--- src/rtl/mod_symbol_framer_pkg.sv ---
// Shared constants for the symbol framer and the modulator datapath it feeds.
// Holds the message width, default preamble, FSM state codes and a parity helper.
package mod_pkg;

    localparam int          MOD_MSG_W    = 10;
    localparam int          MOD_PRE_W    = 4;
    localparam logic [3:0]  MOD_PREAMBLE = 4'b1010;

    // State encoding, kept as plain constants so older tools can share it.
    localparam logic [1:0] ST_IDLE = 2'd0;
    localparam logic [1:0] ST_PRE  = 2'd1;
    localparam logic [1:0] ST_DATA = 2'd2;
    localparam logic [1:0] ST_PAR  = 2'd3;

    // Bit that makes the count of ones in {msg, bit} even.
    function automatic logic even_par(input logic [MOD_MSG_W-1:0] msg);
        return ^msg;
    endfunction

endpackage

--- src/rtl/mod_symbol_framer_if.sv ---
// Request and symbol-stream bundle between a frame requester and the symbol framer.
interface mod_symbol_framer_if #(
    parameter int MSG_W = mod_pkg::MOD_MSG_W
);
    logic             start;
    logic             mode;
    logic [MSG_W-1:0] sw;
    logic             sym;
    logic             sym_valid;
    logic             sym_strobe;
    logic             busy;
    logic             frame_done;

    modport master (
        output start, mode, sw,
        input  sym, sym_valid, sym_strobe, busy, frame_done
    );

    modport slave (
        input  start, mode, sw,
        output sym, sym_valid, sym_strobe, busy, frame_done
    );
endinterface

--- src/rtl/mod_symbol_framer_timer.sv ---
// Symbol-period counter: runs 0..SYM_CYCLES-1 while enabled, rests at 0 otherwise.
module mod_symbol_timer #(
    parameter int SYM_CYCLES = 1000,
    parameter int CNT_W      = $clog2(SYM_CYCLES)
) (
    input  logic clk,
    input  logic rst_n,
    input  logic en,
    input  logic clr,
    output logic sym_first,
    output logic sym_last
);

    logic [CNT_W-1:0] cnt_q, cnt_d;

    assign sym_first = (cnt_q == '0);
    assign sym_last  = (cnt_q == CNT_W'(SYM_CYCLES - 1));

    always_comb begin
        cnt_d = cnt_q + CNT_W'(1);
        if (clr || !en || sym_last) begin
            cnt_d = '0;
        end
    end

    always_ff @(posedge clk or negedge rst_n) begin
        if (!rst_n) begin
            cnt_q <= '0;
        end else begin
            cnt_q <= cnt_d;
        end
    end

endmodule

--- src/rtl/mod_symbol_framer.sv ---
// Symbol framer: wraps the switch message as preamble + data (MSB-first) + even parity
// and emits one bit per symbol period, optionally repeating frames back-to-back.
module mod_symbol_framer
    import mod_pkg::*;
#(
    parameter int               MSG_W      = MOD_MSG_W,
    parameter int               PRE_W      = MOD_PRE_W,
    parameter logic [PRE_W-1:0] PREAMBLE   = MOD_PREAMBLE,
    parameter int               SYM_CYCLES = 1000,
    parameter int               CNT_W      = $clog2(SYM_CYCLES)
) (
    input  logic                 clk,
    input  logic                 rst_n,
    input  logic                 init,
    mod_symbol_framer_if.slave   bus
);

    localparam int BIT_W = $clog2(MSG_W);

    logic [1:0]       state_q, state_d;
    logic             start_d_q, start_d_d;
    logic [MSG_W-1:0] msg_q, msg_d;
    logic             par_q, par_d;
    logic [PRE_W-1:0] pre_q, pre_d;
    logic [BIT_W-1:0] bit_cnt_q, bit_cnt_d;
    logic             sym_q, sym_d;
    logic             frame_done_q, frame_done_d;
    logic             sym_first, sym_last;
    logic             active;
    logic             launch;

    assign active = (state_q != ST_IDLE);
    assign launch = !active && bus.start && !start_d_q;

    mod_symbol_timer #(
        .SYM_CYCLES (SYM_CYCLES),
        .CNT_W      (CNT_W)
    ) u_timer (
        .clk       (clk),
        .rst_n     (rst_n),
        .en        (active),
        .clr       (init),
        .sym_first (sym_first),
        .sym_last  (sym_last)
    );

    always_comb begin
        state_d      = state_q;
        msg_d        = msg_q;
        par_d        = par_q;
        pre_d        = pre_q;
        bit_cnt_d    = bit_cnt_q;
        sym_d        = sym_q;
        frame_done_d = 1'b0;
        // start_d clears to 1 so a start level already present is never taken as an edge.
        start_d_d    = init ? 1'b1 : bus.start;

        if (init) begin
            state_d   = ST_IDLE;
            msg_d     = '0;
            par_d     = 1'b0;
            pre_d     = '0;
            bit_cnt_d = '0;
            sym_d     = 1'b0;
        end else begin
            case (state_q)
                ST_IDLE: begin
                    if (launch) begin
                        state_d   = ST_PRE;
                        bit_cnt_d = '0;
                        sym_d     = PREAMBLE[PRE_W-1];
                        pre_d     = {PREAMBLE[PRE_W-2:0], 1'b0};
                        msg_d     = bus.sw;
                        par_d     = even_par(bus.sw);
                    end
                end
                ST_PRE: begin
                    if (sym_last) begin
                        if (bit_cnt_q == BIT_W'(PRE_W - 1)) begin
                            state_d   = ST_DATA;
                            bit_cnt_d = '0;
                            sym_d     = msg_q[MSG_W-1];
                            msg_d     = {msg_q[MSG_W-2:0], 1'b0};
                        end else begin
                            bit_cnt_d = bit_cnt_q + BIT_W'(1);
                            sym_d     = pre_q[PRE_W-1];
                            pre_d     = {pre_q[PRE_W-2:0], 1'b0};
                        end
                    end
                end
                ST_DATA: begin
                    if (sym_last) begin
                        if (bit_cnt_q == BIT_W'(MSG_W - 1)) begin
                            state_d   = ST_PAR;
                            bit_cnt_d = '0;
                            sym_d     = par_q;
                        end else begin
                            bit_cnt_d = bit_cnt_q + BIT_W'(1);
                            sym_d     = msg_q[MSG_W-1];
                            msg_d     = {msg_q[MSG_W-2:0], 1'b0};
                        end
                    end
                end
                default: begin
                    if (sym_last) begin
                        frame_done_d = 1'b1;
                        // Repeat re-latches sw and restarts the preamble with no idle gap.
                        if (bus.mode && bus.start) begin
                            state_d   = ST_PRE;
                            bit_cnt_d = '0;
                            sym_d     = PREAMBLE[PRE_W-1];
                            pre_d     = {PREAMBLE[PRE_W-2:0], 1'b0};
                            msg_d     = bus.sw;
                            par_d     = even_par(bus.sw);
                        end else begin
                            state_d   = ST_IDLE;
                            bit_cnt_d = '0;
                            sym_d     = 1'b0;
                        end
                    end
                end
            endcase
        end
    end

    always_ff @(posedge clk or negedge rst_n) begin
        if (!rst_n) begin
            state_q      <= ST_IDLE;
            start_d_q    <= 1'b1;
            msg_q        <= '0;
            par_q        <= 1'b0;
            pre_q        <= '0;
            bit_cnt_q    <= '0;
            sym_q        <= 1'b0;
            frame_done_q <= 1'b0;
        end else begin
            state_q      <= state_d;
            start_d_q    <= start_d_d;
            msg_q        <= msg_d;
            par_q        <= par_d;
            pre_q        <= pre_d;
            bit_cnt_q    <= bit_cnt_d;
            sym_q        <= sym_d;
            frame_done_q <= frame_done_d;
        end
    end

    assign bus.sym        = sym_q;
    assign bus.sym_valid  = active;
    assign bus.busy       = active;
    assign bus.sym_strobe = active && sym_first;
    assign bus.frame_done = frame_done_q;

endmodule

--- src/flat_wrapper.sv ---
// flat-port wrapper written by rule: the top's interface ports become plain ports
module mod_symbol_framer_flat import mod_pkg::*;
#(
    parameter int               MSG_W      = MOD_MSG_W,
    parameter int               PRE_W      = MOD_PRE_W,
    parameter logic [PRE_W-1:0] PREAMBLE   = MOD_PREAMBLE,
    parameter int               SYM_CYCLES = 1000,
    parameter int               CNT_W      = $clog2(SYM_CYCLES)
)
  (clk, rst_n, init, bus_start, bus_mode, bus_sw, bus_sym, bus_sym_valid, bus_sym_strobe, bus_busy, bus_frame_done);
  mod_symbol_framer_if #(.MSG_W(MSG_W)) bus_i ();
  input  logic clk;
  input  logic rst_n;
  input  logic init;
  input wire logic [$bits(bus_i.start)-1:0] bus_start;
  input wire logic [$bits(bus_i.mode)-1:0] bus_mode;
  input wire logic [$bits(bus_i.sw)-1:0] bus_sw;
  output wire logic [$bits(bus_i.sym)-1:0] bus_sym;
  output wire logic [$bits(bus_i.sym_valid)-1:0] bus_sym_valid;
  output wire logic [$bits(bus_i.sym_strobe)-1:0] bus_sym_strobe;
  output wire logic [$bits(bus_i.busy)-1:0] bus_busy;
  output wire logic [$bits(bus_i.frame_done)-1:0] bus_frame_done;
  assign bus_i.start = bus_start;
  assign bus_i.mode = bus_mode;
  assign bus_i.sw = bus_sw;
  assign bus_sym = bus_i.sym;
  assign bus_sym_valid = bus_i.sym_valid;
  assign bus_sym_strobe = bus_i.sym_strobe;
  assign bus_busy = bus_i.busy;
  assign bus_frame_done = bus_i.frame_done;
  mod_symbol_framer #(.MSG_W(MSG_W), .PRE_W(PRE_W), .PREAMBLE(PREAMBLE), .SYM_CYCLES(SYM_CYCLES), .CNT_W(CNT_W)) u_core (.clk(clk), .rst_n(rst_n), .init(init), .bus(bus_i));
endmodule
--- config.mk ---
export PLATFORM = sky130hd
export DESIGN_NAME = mod_symbol_framer_flat
export DESIGN_NICKNAME = d
export VERILOG_FILES = /design/src/rtl/mod_symbol_framer_pkg.sv /design/src/rtl/mod_symbol_framer_if.sv /design/src/rtl/mod_symbol_framer_timer.sv /design/src/rtl/mod_symbol_framer.sv /design/src/flat_wrapper.sv
export SDC_FILE = /design/constraint.sdc
export NUM_CORES = 1
export LEC_CHECK = 0
export ABC_AREA = 1
export CAP_MARGIN = 40
export CORE_MARGIN = 1
export CORE_UTILIZATION = 60
export CTS_BUF_LIST = sky130_fd_sc_hd__clkbuf_8
export CTS_CLUSTER_DIAMETER = 200
export CTS_CLUSTER_SIZE = 30
export DETAILED_ROUTE_END_ITERATION = 8
export GPL_TIMING_DRIVEN = 1
export PLACE_DENSITY = 0.85
export SLEW_MARGIN = 20
export SYNTH_ARGS = -nofsm -noshare
export SYNTH_HDL_FRONTEND = slang
export SYNTH_HIERARCHICAL = 1
export SYNTH_SLANG_ARGS = --single-unit
--- constraint.sdc ---
create_clock -name clk -period 3.5 [get_ports clk]
set_input_delay 0.7 -clock clk [delete_from_list [all_inputs] [get_ports clk]]
set_output_delay 0.7 -clock clk [all_outputs]
set_load 0.02 [all_outputs]
==> qor.csv, run 1 <==
stage,metric,value,unit
synthesis,"EDFF count, synth",0,
clock_network,CTS tree,done,
finish,Fill cells,277,
worst_setup_path,Max stage delay on crit path,0.62,ns
timing,setup TNS,0,ns
run_status,status,finished clean,
floorplanning,Die Span X,60.9,um
timing,Fmax achieved,360,MHz
drt,post-DR vias/cell,5.13,
clock_network,clock sinks,32,
synthesis,Yosys reg bits,32,
drt,vias,1779,
clock_network,H-tree Lvls,2,
synthesis,Netlist cell types,35,
drt,DRC,0,
worst_setup_path,CP Class,flip-flop to primary output,
clock_network,cts hold-fix bufs,0,
floorplanning,row cnt,21,
worst_setup_path,critical path launch point,u_core/u_timer/cnt_q[0],
global_routing,gr ovfl total,0,
floorplanning,Die Y,60.9,um
clock_network,worst-skew pair later-pin latency,0.28,ns
timing,Hold Slack,0.495,ns
placed_design,DP HPWL,3080,um
timing,Final Skew,0.00560,ns
global_routing,global-route wire length before repair,6650,um
timing,slew of the pin with the lowest slew margin,0.466,ns
synthesis,sequential fraction of the synthesis area,38.5,%
worst_setup_path,R2R depth,10,
timing,Max Slew Vio Count,0,
clock_network,Post-CTS Setup Inserts,0,
floorplanning,Die ar.,0.00371,mm^2
floorplanning,Starting Density,62.4,%
worst_setup_path,Worst Setup End Kind,primary output,
synthesis,ys flop type,dfrtp_1,
worst_setup_path,CP cell instances,inv_1 -> ha_1 -> nand3_1 -> nor4_1 -> inv_1 -> nor2_1 -> clkdlybuf4s50_1,
clock_network,cts bufs inserted,5,
worst_setup_path,worst-path fanout max,5,
placed_design,GPL Wtd Cong,0.945,
finish,area delta synth->final,15.0,%
placed_design,post-placement worst setup slack,1.02,ns
run,Max Cap Violations,0,
synthesis,"count leader, synth",nand2_1,
timing,Fin. Hold Viols,0,
pwr,Pwr per Cell Area,575,mW/mm^2
synthesis,leading area contributor after synthesis,dfrtp_1,
clock_network,Worst-path clk slew,0.06,ns
pwr,LEAKAGE,1.15,nW
timing,min cycle time layout,2.78,ns
min_path,Min-Delay Path Class,flip-flop to flip-flop,
worst_setup_path,CP Launch Type,flip-flop,
min_path,hold_sp,u_core/bus.sym,
timing,# setup viols final,0,
worst_setup_path,Crit path arrival time,2.08,ns
synthesis,Area contributors post-synth,"dfrtp_1 37%, nand2_1 13%, inv_1 7.6%",
timing,Tcrit/Tclk final,79.3,%
worst_setup_path,RR Startpoint,u_core/u_timer/cnt_q[0],
clock_network,post-cts sizing count,0,
placed_design,IO buf count,19,
global_routing,gr usage total,24.3,%
synthesis,Synth Net Count,301,
clock_network,Clock Tree Root,clkbuf_8,
worst_setup_path,"most used cell, CP",inv_1,
timing,Final WS setup,0.723,ns
floorplanning,# IOs,20,
synthesis,"Warnings, synthesis",6,
min_path,hold endpoint,u_core/bus.sym,
finish,share of layout cells above drive strength 1,11.3,%
synthesis,Synth top area share,37.2,%
drt,final wirelength,4110,um
drt,wire length per cell,11.8,um
worst_setup_path,reg2reg end,u_core/msg_q[1],
synthesis,Post-Synthesis Cell Area,0.00208,mm^2
synthesis,fraction of registers with async set/reset,100,%
floorplanning,Core ar.,0.00334,mm^2
worst_setup_path,"Slowest-stage cell, CP",clkdlybuf4s50_1,
synthesis,Syn Inst Count,278,
worst_setup_path,r2r setup slk,1.37,ns
pwr,Worst VDD drop,0.385,mV
global_routing,pin count of the biggest net entering global routing,33,
finish,ANT cells,0,
min_path,Hold Path Cell Cnt,2,
clock_network,clk buf depth,2,
synthesis,Avg Synthesized Cell Area,7.49,um^2
timing,RSZ-0062 raised after global routing,no,
finish,# nets final,324,
synthesis,Synth top cells by count,"73 x nand2_1, 42 x inv_1, 31 x dfrtp_1, 27 x nor2_1, 21 x o21ai_0",
global_routing,vias in the first global route,1597,
drt,drt initial violations,90,
timing,Slew HR,68.6,%
global_routing,initial antenna violation count,0,
drt,ANT nets after route,0,
worst_setup_path,"Req. time, crit path",2.80,ns
drt,first-pass detailed-route iteration total,4,
[placed cells by master, fill, tap and decap left out, drive strengths merged]
master,count
xor2,5
nand2,78
nor2,34
inv,46
a22o,1
buf,1
dfrtp,31
o2111ai,1
o21ai,24
nand4,4
o22ai,5
nand3,16
or2,2
ha,8
clkbuf,7
xnor2,4
clkdlybuf4s50,19
a21oi,6
nand3b,1
nor4,2
nor3,5
dfstp,1
[worst max-delay path by stage]
| stage | end | slack, ns | cells past startpoint |
|---|---|---|---|
| after detailed placement | u_core/state_q[1] | 1.02 | 7 |
| after global placement | u_core/state_q[1] | 1.04 | 8 |
| final | bus_sym_strobe | 0.72 | 7 |
| after floorplan | bus_sym_strobe | 1.58 | 6 |
| after CTS | bus_sym_strobe | 0.72 | 7 |
| after global routing | bus_sym_strobe | 0.58 | 7 |
[critical path, delay by kind of cell (launching register included)]
family	cells	cell delay [ns]
flip-flops	1	0.43
adder cells (fa/ha/maj)	1	0.15
buffers and inverters	3	0.78
AND/OR/NAND/NOR	3	0.45
[metrics by stage]
| step | total power, mW | cell area, um^2 | cells | utilization (%) |
|---|---|---|---|---|
| after floorplan | 0.938 | 2080 | 278 | - |
| after global placement | 1.07 | 2300 | 340 | 68.9 |
| after detailed placement | 1.08 | 2300 | 340 | 68.9 |
| after CTS | 1.39 | 2400 | 347 | 71.8 |
| after global routing | 1.49 | 2400 | 347 | 71.8 |
| final | 1.38 | 2400 | 347 | 71.8 |
[power by group]
group | internal (mW) | switching [mW] | leakage (nW)
sequential | 0.442 | 0.0440 | 0.430
combinational | 0.215 | 0.377 | 0.674
clock | 0.175 | 0.126 | 0.0503
total | 0.832 | 0.547 | 1.15
[metal layers]
metal / GRT usage (%) / part of all wire (%) / vias to the layer above / wire length (um)
met3: 5.54 / 4.0 / 4 / 163
li1: - / - / 922 / -
met4: 6.49 / 0.85 / 0 / 35
met5: 0 / 0 / - / 0
met1: 32.0 / 46 / 812 / 1880
met2: 40.3 / 49 / 41 / 2030
[registers in the layout, indices dropped and copies added (netlist names)]
name and count:
u_core/bit_cnt_q 4, u_core/u_timer/cnt_q 10, u_core/pre_q 2, u_core/state_q 2, u_core/bus.frame_done 1, u_core/par_q 1
u_core/msg_q 10, u_core/bus.sym 1, u_core/start_d_q 1
[kinds of logic after synthesis]
| kind of cell | synth area share (%) |
|---|---|
| and+or+nand+nor | 32.9 |
| DFF | 38.5 |
| buffers and inverters | 10.1 |
| xor gates and xnor gates | 3.78 |
| AOI/OAI and AO/OA | 9.91 |
| adders and majority gates | 4.80 |
[layout make-up]
type                    instances  area, um^2  area share [%]
inverters                      46         173            7.21
multi-input cells             196        1070            44.6
flip-flops and latches         32         802            33.5
well taps                      46        57.6            2.40
clock buffers                   7        96.3            4.02
repair buffers                 20         198            8.25
(Power assumes the default switching activity.)
==> run 2: changes to the inputs <==
--- a/config.mk
+++ b/config.mk
@@ -8,13 +8,13 @@
 export ABC_AREA = 1
 export CAP_MARGIN = 40
 export CORE_MARGIN = 1
-export CORE_UTILIZATION = 60
+export CORE_UTILIZATION = 53
 export CTS_BUF_LIST = sky130_fd_sc_hd__clkbuf_8
 export CTS_CLUSTER_DIAMETER = 200
 export CTS_CLUSTER_SIZE = 30
 export DETAILED_ROUTE_END_ITERATION = 8
 export GPL_TIMING_DRIVEN = 1
-export PLACE_DENSITY = 0.85
+export PLACE_DENSITY = 0.8
 export SLEW_MARGIN = 20
 export SYNTH_ARGS = -nofsm -noshare
 export SYNTH_HDL_FRONTEND = slang
==> constraint.sdc (replaced) <==
create_clock -name clk -period 2.35 [get_ports clk]
set_input_delay 0.47 -clock clk [delete_from_list [all_inputs] [get_ports clk]]
set_output_delay 0.47 -clock clk [all_outputs]
set_load 0.02 [all_outputs]
==> run 2 against run 1 <==
- setup slack lost 0.62 ns
- largest power group unchanged
- final cell count up 2.0%
- core utilization down 6.7 points
- largest cell class unchanged
- wire length down 0.24%
- power increased by 46%
==> qor.csv, run 2 (synthesized netlist as in run 1, its figures left out) <==
stage,metric,value,unit
finish,ANT cells,0,
worst_setup_path,Worst Setup End Kind,primary output,
placed_design,GPL Wtd Cong,0.942,
floorplanning,# IOs,20,
finish,# nets final,328,
finish,final std cells w/o fill,354,
timing,Slew HR,70.0,%
global_routing,gr ovfl total,0,
drt,post-DR vias/cell,5.06,
floorplanning,Die ar.,0.00419,mm^2
pwr,Clk pwr share,19.5,%
finish,most frequent cells in the layout,"73 x nand2_1, 45 x inv_1, 31 x dfrtp_1",
pwr,P_int,1.19,mW
floorplanning,Die Y,64.7,um
timing,Max Slew Vio Count,0,
finish,multi-input logic area,0.00108,mm^2
pwr,switching portion of total power,40.8,%
drt,vias,1790,
timing,Fmax achieved,446,MHz
global_routing,vias in the first global route,1779,
clock_network,CTS tree,done,
pwr,Switch Pwr,0.820,mW
drt,ANT nets after route,0,
finish,biggest regs,"u_core/msg_q: 10 flops, u_core/u_timer/cnt_q: 10 flops, u_core/bit_cnt_q: 4 flops",
clock_network,clk buf depth,2,
global_routing,global-route wire length before repair,7220,um
clock_network,H-tree Lvls,2,
worst_setup_path,worst-path fanout max,7,
pwr,LEAKAGE,1.18,nW
clock_network,Clock Tree Root,clkbuf_8,
worst_setup_path,CP Class,flip-flop to primary output,
pwr,Pwr Total,2.01,mW
drt,wire length per cell,11.6,um
worst_setup_path,Crit path arrival time,1.77,ns
floorplanning,Core ar.,0.00372,mm^2
worst_setup_path,WP buf/inv,3,
timing,Fin. Hold Viols,0,
drt,DRC,0,
clock_network,clock sinks,32,
finish,share of layout cells above drive strength 1,12.1,%
finish,sequential cell area,802,um^2
worst_setup_path,CP cell instances,inv_1 -> ha_1 -> inv_2 -> clkdlybuf4s50_1,
worst_setup_path,Max stage delay on crit path,0.62,ns
placed_design,IO buf count,19,
timing,# setup viols final,0,
pwr,Pwr per Cell Area,831,mW/mm^2
placed_design,DP HPWL,3090,um
placed_design,Placed Cells,346,
timing,RSZ-0062 raised after global routing,no,
pwr,Sequential Power Share,35.7,%
drt,final wirelength,4100,um
clock_network,cts bufs inserted,5,
timing,slew of the pin with the lowest slew margin,0.449,ns
timing,Tcrit/Tclk final,95.4,%
drt,first-pass detailed-route iteration total,4,
timing,Hold Slack,0.490,ns
drt,drt initial violations,102,
floorplanning,Starting Density,56.1,%
clock_network,Worst-path clk slew,0.06,ns
clock_network,Post-CTS Setup Inserts,0,
global_routing,pin count of the biggest net entering global routing,33,
run_status,status,finished clean,
global_routing,gr usage total,22.4,%
timing,setup TNS,0,ns
min_path,Min-Delay Path Class,flip-flop to flip-flop,
worst_setup_path,"Slowest-stage cell, CP",clkdlybuf4s50_1,
timing,Final Skew,0.00554,ns
worst_setup_path,"Req. time, crit path",1.88,ns
floorplanning,Die Span X,64.7,um
pwr,combinational fraction of design power,44.7,%
clock_network,cts hold-fix bufs,0,
worst_setup_path,CP Launch Type,flip-flop,
finish,"leading cell type in the layout, fill and taps excluded",nand2_1,
run,Max Cap Violations,0,
floorplanning,row cnt,22,
worst_setup_path,"delay-heaviest family, CP",buffers and inverters,
finish,Fill cells,336,
pwr,Worst VDD drop,0.641,mV
clock_network,worst-skew pair later-pin latency,0.28,ns
timing,min cycle time layout,2.24,ns
finish,area delta synth->final,16.1,%
global_routing,initial antenna violation count,0,
## run 2: changes by cell type in the layout (fill, tap and decap cells not counted)
| cell | delta |
|---|---|
| buf_4 | +4 |
| clkdlybuf4s15_1 | +1 |
| inv_1 | +3 |
| clkbuf_8 | -2 |
| nor4_2 | +1 |
| nor4_1 | -1 |
| clkdlybuf4s50_1 | -1 |
## run 2: routing by layer
layer | share of wire, % | wire (um) | track usage [%] | up-vias
met5 | 0 | 0 | 0 | -
met4 | 1.7 | 71 | 8.89 | 0
met3 | 3.6 | 146 | 5.11 | 10
met2 | 49 | 1990 | 39.7 | 40
met1 | 46 | 1890 | 25.8 | 815
li1 | - | - | - | 925
## run 2: worst paths after layout
kind                                         start                   to  slack [ns]  cells after the start
min                                u_core/pre_q[2]      u_core/pre_q[2]        0.49                      2
max reg2reg                u_core/u_timer/cnt_q[0]      u_core/msg_q[2]        0.34                      9
max in group asynchronous                    rst_n     u_core/start_d_q        1.45                      2
max                              u_core/state_q[0]             bus_busy        0.11                      4
min in group asynchronous                    rst_n  u_core/bit_cnt_q[0]        0.58                      2
min reg2reg                        u_core/pre_q[2]      u_core/pre_q[2]        0.49                      2
## run 2: power groups by stage
stage | clock, mW | combinational (mW) | sequential, mW
after global placement | 0 | 0.892 | 0.725
final | 0.393 | 0.899 | 0.718
after global routing | 0.431 | 1.00 | 0.732
after CTS | 0.406 | 0.903 | 0.719
after detailed placement | 0 | 0.905 | 0.728
after floorplan | 0 | 0.674 | 0.723
## run 2: timing repair
action / 4_1_cts / 5_1_grt
setup endpoints to repair: 1 / 4
gates cloned: 0 / 0
gates resized for setup: 1 / 2
## run 2: final cells by class
class | instances | area share, %
multi-input combinational | 196 | 44.5
inverter | 46 | 7.14
timing repair buffer | 24 | 9.42
sequential | 32 | 33.2
clock inverter | 3 | 0.466
clock buffer | 5 | 2.85
tap | 48 | 2.48
## run 2: worst reg2reg max path: stages, from the launching register on
cell and delay (ns):
dfrtp_1 0.41, ha_1 0.20, nand2_2 0.09, nor4_2 0.33
inv_2 0.07, nand2_1 0.10, nor2_1 0.06, nand3b_4 0.23
nor2_8 0.27, o21ai_0 0.12
## run 2: per-stage QoR
step | util (%) | cell area, um^2 | setup slack [ns]
after floorplan | - | 2080 | 0.452
after global placement | 62.8 | 2330 | 0.113
after detailed placement | 62.8 | 2330 | 0.116
after CTS | 64.9 | 2410 | 0.0943
after global routing | 65.1 | 2420 | 0.00584
final | 65.1 | 2420 | 0.107
==> run 3: changes to the inputs <==
--- a/config.mk
+++ b/config.mk
@@ -14,6 +14,7 @@
 export CTS_CLUSTER_SIZE = 30
 export DETAILED_ROUTE_END_ITERATION = 8
 export GPL_TIMING_DRIVEN = 1
+export MAX_ROUTING_LAYER = met4
 export PLACE_DENSITY = 0.8
 export SLEW_MARGIN = 20
 export SYNTH_ARGS = -nofsm -noshare
==> run 3 against run 2 <==
- count of clock-buffer cells in the layout unchanged
- design area unchanged
- setup slack worse by 0.0010 ns
- global-route usage up 0.66 points
- critical path depth unchanged
- final cell count unchanged
- wire length up 0.90%
- clock power about the same
- first-iteration DRC count up 4.9%
- largest cell class unchanged
- flip-flop and latch count unchanged
- critical path type unchanged
==> qor.csv, run 3 (synthesized netlist as in run 1, its figures left out) <==
stage,metric,value,unit
finish,multi-input logic area,0.00108,mm^2
drt,final wirelength,4140,um
worst_setup_path,CP Class,flip-flop to primary output,
finish,share of layout cells above drive strength 1,12.1,%
worst_setup_path,RR Startpoint,u_core/u_timer/cnt_q[0],
floorplanning,Starting Density,56.1,%
run,Max Cap Violations,0,
drt,vias,1807,
worst_setup_path,worst-path fanout max,7,
drt,post-DR vias/cell,5.10,
finish,area delta synth->final,16.1,%
finish,sequential cell area,802,um^2
clock_network,cts bufs inserted,5,
timing,RSZ-0062 raised after global routing,no,
timing,Fmax achieved,446,MHz
placed_design,Area after DPL,0.00233,mm^2
drt,ANT nets after route,0,
timing,min cycle time layout,2.24,ns
clock_network,cts hold-fix bufs,0,
global_routing,initial antenna violation count,0,
pwr,Worst VDD drop,0.646,mV
timing,slew of the pin with the lowest slew margin,0.456,ns
finish,Fill cells,336,
floorplanning,row cnt,22,
finish,biggest regs,"u_core/msg_q: 10 flops, u_core/u_timer/cnt_q: 10 flops, u_core/bit_cnt_q: 4 flops",
finish,"leading cell type in the layout, fill and taps excluded",nand2_1,
placed_design,DP HPWL,3090,um
placed_design,post-placement worst setup slack,0.116,ns
clock_network,CTS tree,done,
floorplanning,Die Span X,64.7,um
drt,first-pass detailed-route iteration total,4,
min_path,hold_sp,u_core/pre_q[2],
pwr,LEAKAGE,1.18,nW
drt,wire length per cell,11.7,um
drt,DRC,0,
floorplanning,Die ar.,0.00419,mm^2
clock_network,worst-skew pair later-pin latency,0.28,ns
clock_network,clock sinks,32,
timing,Final Skew,0.00588,ns
min_path,Min-Delay Path Class,flip-flop to flip-flop,
clock_network,Clock Tree Root,clkbuf_8,
run_status,status,finished clean,
clock_network,clk buf depth,2,
clock_network,H-tree Lvls,2,
timing,Max Slew Vio Count,0,
finish,Final Core Density,65.1,%
finish,ANT cells,0,
drt,drt initial violations,107,
finish,"Design Area, Final",0.00242,mm^2
pwr,Pwr per Cell Area,832,mW/mm^2
clock_network,Post-CTS Setup Inserts,0,
placed_design,IO buf count,19,
floorplanning,Die Y,64.7,um
worst_setup_path,Crit path arrival time,1.77,ns
finish,most frequent cells in the layout,"73 x nand2_1, 45 x inv_1, 31 x dfrtp_1",
placed_design,Placed Cells,346,
global_routing,gr ovfl total,0,
worst_setup_path,Max stage delay on crit path,0.62,ns
finish,final std cells w/o fill,354,
timing,Hold Slack,0.491,ns
timing,Slew HR,69.5,%
worst_setup_path,CP cell instances,inv_1 -> ha_1 -> inv_2 -> clkdlybuf4s50_1,
timing,# setup viols final,0,
floorplanning,Core ar.,0.00372,mm^2
global_routing,global-route wire length before repair,7240,um
timing,setup TNS,0,ns
global_routing,vias in the first global route,1775,
finish,# nets final,328,
timing,Tcrit/Tclk final,95.5,%
floorplanning,# IOs,20,
pwr,Pwr Total,2.01,mW
global_routing,pin count of the biggest net entering global routing,33,
placed_design,GPL Wtd Cong,0.958,
worst_setup_path,"Req. time, crit path",1.88,ns
worst_setup_path,CP Launch Type,flip-flop,
global_routing,gr usage total,23.0,%
clock_network,Worst-path clk slew,0.06,ns
worst_setup_path,"Slowest-stage cell, CP",clkdlybuf4s50_1,
timing,Fin. Hold Viols,0,
timing,Final WS setup,0.106,ns
worst_setup_path,Worst Setup End Kind,primary output,
worst_setup_path,critical path launch point,u_core/state_q[0],
[run 3: cell counts in the layout (fill, tap and decap cells not counted)]
Identical to the previous run, type by type.
[run 3: what timing repair did]
| action | 4_1_cts | 5_1_grt |
|---|---|---|
| endpoints found under the hold margin | 0 | 0 |
| cloned | 0 | 0 |
| setup endpoints to repair | 1 | 4 |
| resized for setup | 1 | 2 |
[run 3: final cells by class]
class / count / area share [%]
repair buffers: 24 / 9.42
multi-input cells: 196 / 44.5
flip-flops and latches: 32 / 33.2
clock buffers: 5 / 2.85
inverters: 46 / 7.14
well taps: 48 / 2.48
clock inverters: 3 / 0.466
[run 3: power breakdown]
part / internal (mW) / switching (mW) / leakage [nW] / total (mW)
sequential: 0.658 / 0.0607 / 0.430 / 0.718
combinational: 0.335 / 0.565 / 0.695 / 0.901
clock: 0.197 / 0.197 / 0.0519 / 0.394
[run 3: path summary, 6_finish.rpt]
kind / slack, ns / to / cells past startpoint
worst max-delay path: 0.11 / bus_busy / 4
worst min-delay path: 0.49 / u_core/pre_q[2] / 2
worst max register to register: 0.33 / u_core/msg_q[2] / 9
worst min register to register: 0.49 / u_core/pre_q[2] / 2
max in group asynchronous: 1.45 / u_core/start_d_q / 2
min in group asynchronous: 0.57 / u_core/bit_cnt_q[0] / 2
[run 3: critical path: cells and delay by family, from the launching register on]
kind	cells	cell delay (ns)
buffers and inverters	3	0.84
DFF	1	0.40
adders and majority gates	1	0.26
[run 3: routing by layer]
metal	vias up	GRT usage [%]	wire length (um)
met4	0	8.89	72
met3	13	5.11	164
met2	54	39.7	1990
met5	-	-	0
li1	927	-	-
met1	813	25.9	1910
